==> config.mk <==
export PLATFORM = sky130hd
export DESIGN_NAME = encoder_scan
export DESIGN_NICKNAME = d
export VERILOG_FILES = /design/src/rtl/encoder_pkg.sv /design/src/rtl/encoder_prio.sv /design/src/rtl/encoder_scan.sv
export SDC_FILE = /design/constraint.sdc
export NUM_CORES = 1
export LEC_CHECK = 0
export BUFFER_PORTS_ARGS = -buffer_cell sky130_fd_sc_hd__buf_2
export CAP_MARGIN = 30
export CORE_MARGIN = 1
export CORE_UTILIZATION = 45
export DETAILED_ROUTE_END_ITERATION = 16
export PLACE_DENSITY_LB_ADDON = 0.15
export RECOVER_POWER = 25
export SKIP_LAST_GASP = 1
export SYNTH_ARGS = -nofsm -noshare
export SYNTH_HDL_FRONTEND = slang
export SYNTH_SLANG_ARGS = --single-unit
==> constraint.sdc <==
create_clock -name clk -period 3.2 [get_ports clk]
set_input_delay 0.16 -clock clk [delete_from_list [all_inputs] [get_ports clk]]
set_output_delay 0.16 -clock clk [all_outputs]
set_load 0.01 [all_outputs]
==> src/rtl/encoder_pkg.sv <==
`default_nettype none
// ============================================================================
//  Module      : encoder_pkg
//  Description : Shared types and defaults for the sequential scan encoder.
//  Revision    : 1.0 - initial release
// ============================================================================
package encoder_pkg;

    localparam int WIDTH_DEF = 16;
    localparam int IDX_W_DEF = 4;

    typedef enum logic [0:0] {
        ENC_IDLE = 1'b0,
        ENC_SCAN = 1'b1
    } enc_state_t;

endpackage : encoder_pkg
`default_nettype wire

==> src/rtl/encoder_prio.sv <==
`default_nettype none
// ============================================================================
//  Module      : encoder_prio
//  Description : Combinational first-set-bit finder, lowest or highest first.
//  Revision    : 1.0 - initial release
// ============================================================================
module encoder_prio #(
    parameter int WIDTH = 16,
    parameter int IDX_W = $clog2(WIDTH)
) (
    input  logic [WIDTH-1:0] mask,
    input  logic             msb_first,
    output logic [IDX_W-1:0] index,
    output logic             any
);

    always_comb begin
        index = '0;
        any   = 1'b0;
        for (int i = 0; i < WIDTH; i++) begin
            int j;
            j = msb_first ? (WIDTH - 1 - i) : i;
            if (!any && mask[j]) begin
                index = IDX_W'(j);
                any   = 1'b1;
            end
        end
    end

endmodule : encoder_prio
`default_nettype wire

==> src/rtl/encoder_scan.sv <==
`default_nettype none
// ============================================================================
//  Module      : encoder_scan
//  Description : Sequential multi-hot to binary encoder, one index per handshake.
//                Optional macro ENCODER_SCAN_COUNT_EN adds a popcount output.
//  Revision    : 1.0 - initial release
// ============================================================================
module encoder_scan
    import encoder_pkg::*;
#(
    parameter int WIDTH     = WIDTH_DEF,
    parameter int IDX_W     = $clog2(WIDTH),
    parameter bit MSB_FIRST = 1'b0
) (
    input  logic             clk,
    input  logic             reset,
    input  logic             enable,
    input  logic [WIDTH-1:0] req_in,
    input  logic             load_in,
    output logic             load_ready,
    output logic             busy,
    output logic [IDX_W-1:0] binary_out,
    output logic             out_valid,
    input  logic             out_ready,
    output logic             done
`ifdef ENCODER_SCAN_COUNT_EN
    ,
    output logic [IDX_W:0]   count_out
`endif
);

    enc_state_t       r_state, w_state_nxt;
    logic [WIDTH-1:0] r_mask, w_mask_nxt;
    logic [IDX_W-1:0] r_binary, w_binary_nxt;
    logic             r_valid, w_valid_nxt;
    logic             r_done, w_done_nxt;

    logic [WIDTH-1:0] w_mask_clr;
    logic [IDX_W-1:0] w_load_idx, w_adv_idx;
    logic             w_load_any, w_adv_any;
    logic             w_load_acc, w_handshake;

    // Load path looks at the incoming vector, advance path at the mask
    // with the index being emitted this cycle already removed.
    assign w_mask_clr = r_mask & ~(WIDTH'(1) << r_binary);

    encoder_prio #(.WIDTH(WIDTH), .IDX_W(IDX_W)) u_prio_load (
        .mask      (req_in),
        .msb_first (MSB_FIRST),
        .index     (w_load_idx),
        .any       (w_load_any)
    );

    encoder_prio #(.WIDTH(WIDTH), .IDX_W(IDX_W)) u_prio_adv (
        .mask      (w_mask_clr),
        .msb_first (MSB_FIRST),
        .index     (w_adv_idx),
        .any       (w_adv_any)
    );

    assign w_load_acc  = enable && load_in && (r_state == ENC_IDLE);
    assign w_handshake = enable && (r_state == ENC_SCAN) && r_valid && out_ready;

    always_comb begin
        w_state_nxt  = r_state;
        w_mask_nxt   = r_mask;
        w_binary_nxt = r_binary;
        w_valid_nxt  = r_valid;
        w_done_nxt   = 1'b0;
        case (r_state)
            ENC_IDLE: begin
                if (w_load_acc) begin
                    if (w_load_any) begin
                        w_mask_nxt   = req_in;
                        w_binary_nxt = w_load_idx;
                        w_valid_nxt  = 1'b1;
                        w_state_nxt  = ENC_SCAN;
                    end else begin
                        w_done_nxt   = 1'b1;
                    end
                end
            end
            ENC_SCAN: begin
                if (w_handshake) begin
                    w_mask_nxt = w_mask_clr;
                    if (w_adv_any) begin
                        w_binary_nxt = w_adv_idx;
                    end else begin
                        w_valid_nxt = 1'b0;
                        w_done_nxt  = 1'b1;
                        w_state_nxt = ENC_IDLE;
                    end
                end
            end
            default: w_state_nxt = ENC_IDLE;
        endcase
    end

    always_ff @(posedge clk) begin
        if (reset) begin
            r_state  <= ENC_IDLE;
            r_mask   <= '0;
            r_binary <= '0;
            r_valid  <= 1'b0;
            r_done   <= 1'b0;
        end else begin
            r_state  <= w_state_nxt;
            r_mask   <= w_mask_nxt;
            r_binary <= w_binary_nxt;
            r_valid  <= w_valid_nxt;
            r_done   <= w_done_nxt;
        end
    end

    assign busy       = (r_state == ENC_SCAN);
    assign load_ready = ~busy;
    assign binary_out = r_binary;
    assign out_valid  = r_valid & enable;
    assign done       = r_done;

`ifdef ENCODER_SCAN_COUNT_EN
    logic [IDX_W:0] w_pop;
    logic [IDX_W:0] r_count;

    always_comb begin
        w_pop = '0;
        for (int i = 0; i < WIDTH; i++) begin
            w_pop = w_pop + (IDX_W + 1)'(req_in[i]);
        end
    end

    always_ff @(posedge clk) begin
        if (reset) begin
            r_count <= '0;
        end else if (w_load_acc) begin
            r_count <= w_pop;
        end
    end

    assign count_out = r_count;
`endif

endmodule : encoder_scan
`default_nettype wire

==> metrics.txt <==
antenna fix cells=0; CTS H-tree lvls=1; vias in the first global route=1679; first-pass GRT wire length=8000 µm; die height=62.8 µm; Yosys Warn Count=0; CTS Buf Count=3; wire per inst=15.8 µm; PD cells=370 mW/mm²; Final ANT Viol Nets=0; Comb power frac=0.258; root buffer cell=clkbuf_8; Hold Crit Class=input pin to flop; Hold Fails Final Rpt=0; Via Count=1786; Primary FF master, synth=dfxtp_1; Sink Count=23; max_cap viols=0; layout cells sized above 1=0.153; Cells after Synth=228; worst setup path category=flop to flop; TritonCTS clock tree=done; Crit. End Element=flop; Max Fclk=394 MHz; fraction of registers with async set or reset after synthesis=0; number of gates resized after CTS=0; routed vias/inst=6.05; startpoint types=flop; Syn-to-layout area delta=12.0%; most common cell after layout, fill and taps aside=a21oi_1; Core Rows=21; syn nets=249; required time worst endpoint=3370 ps; Port Buffer Count=28; Leak Pwr=0.669 nW; Worst Path Arrival=2710 ps; Avg Inst Size Synth=7.30 µm²; register share of total power=0.472; crit path from=binary_out[0]$_SDFFE_PP0P_; Final Skew=2.18 ps; unrepaired setup endpoints after global routing=no; io pins=29; power share of the clock group=0.270; TritonRoute pass-1 iters=4; CP Max Fanout=12; register area share after synthesis=0.276; WL final=4680 µm; Overflow after GRT=0; wl on met1=2260 µm; Clock transition at path regs=90 ps; Net Sw Frac=0.329; EDFF count, synth=0; DIE AREA=0.00395 mm²; Die X=62.8 µm; total setup buffers inserted after CTS=0; Hold Crit Start=req_in[0]; Tcrit/Tclk final=0.794; Layout Nets=271; largest net degree at the start of global routing=26; DRC viols=0; DR top layer=met4; most frequent cells in the layout=a21oi_1 (29), nand2_1 (26), buf_2 (24), dfxtp_1 (23), nor2_1 (22); Peak supply drop=200 µV; status=completed; RR Startpoint=binary_out[0]$_SDFFE_PP0P_; worst slew pin tran=779 ps; Fillers=378; post-synthesis cell area=0.00167 mm²; Netlist cell types=54; gr usage total=0.254; r2r setup slk=660 ps; Initial Utilization=0.484; final cell count without fillers=295; WL met2=2080 µm; Slew Limit Headroom=0.481; CTS max path bufs=2; CTS Hold Bufs=0; Net Sw Power=0.227 mW; floorplan core area=0.00344 mm²; setup TNS=0 ps; final setup fails=0; max-slew violations=0; initial antenna violation count=0; DRT iter0 DRCs=118; Int Power=0.463 mW; insertion delay to the later sink of the worst-skew pair=260 ps; #FFs+latches synth=23; final RePlAce weighted congestion=0.825; post-placement cell count=291; met3 WL=287 µm; detailed placement HPWL=3330 µm; Final min period=2540 ps
[layout make-up]
type,instances,area (µm²),area share
clock buffers,4,45.0,0.0241
multi-input cells,184,1120,0.602
inverters,6,22.5,0.0121
flip-flops and latches,23,460,0.247
well taps,46,57.6,0.0309
repair buffers,32,158,0.0845
[registers in the layout, indices dropped and copies added (netlist names)]
name,flops
binary_out,4
busy,1
done,1
r_mask,16
r_valid,1
[cells in the mapped netlist (3+ instances only)]
master | count | area, µm²
clkbuf_1 | 11 | 41.3
nand2_1 | 26 | 97.6
a21oi_1 | 29 | 145
a31oi_1 | 7 | 43.8
nand4_1 | 3 | 18.8
and2_1 | 5 | 31.3
dfxtp_1 | 23 | 460
mux2i_1 | 7 | 70.1
nor2_1 | 22 | 82.6
o32ai_1 | 3 | 26.3
nand3_1 | 3 | 15.0
o21ai_0 | 17 | 85.1
mux2_2 | 3 | 33.8
o21bai_1 | 3 | 22.5
a22oi_1 | 5 | 37.5
nor4_1 | 3 | 18.8
inv_1 | 6 | 22.5
[per-stage QoR]
stage	instance area, µm²	hold slack (ps)	worst slack, ps	total power [mW]	util
after floorplan	1670	296	896	0.449	-
after CTS	1880	155	660	0.693	0.546
after global placement	1830	441	671	0.508	0.533
after global routing	1870	172	382	0.732	0.542
final	1870	158	659	0.691	0.542
after detailed placement	1830	442	674	0.508	0.533
[power by group through the flow]
stage                     clock network, mW  registers (mW)  logic [mW]
final                                 0.187           0.326       0.178
after global routing                  0.204           0.329       0.199
after CTS                             0.190           0.325       0.177
after detailed placement                  0           0.332       0.177
after global placement                    0           0.331       0.176
after floorplan                           0           0.322       0.127
[cells by family after synthesis]
logic type | synth area share
buffers and inverters | 0.0496
AOI/OAI and AO/OA | 0.344
muxes | 0.0624
and+or+nand+nor | 0.267
DFF | 0.276
[routing by layer]
metal / vias up / GRT usage
met5: - / 0
met2: 61 / 0.390
met3: 5 / 0.0347
met1: 825 / 0.371
met4: 0 / 0.0610
li1: 895 / -
[final timing paths]
| path | to | depth (start not counted) |
|---|---|---|
| hold / removal | r_mask[0]$_SDFFE_PP0P_ | 3 |
| hold reg to reg | r_mask[14]$_SDFFE_PP0P_ | 2 |
| setup reg to reg | binary_out[0]$_SDFFE_PP0P_ | 7 |
| setup / recovery | binary_out[0]$_SDFFE_PP0P_ | 7 |
[worst max-delay path, stage by stage (launching register included)]
cell and delay [ps]:
dfxtp_1 550, buf_4 270, mux2_2 350, o22a_1 190, or2_2 320, nor4b_1 330
a2111oi_0 120, o41ai_1 320
Note: power is estimated with default switching activity, not from simulation.
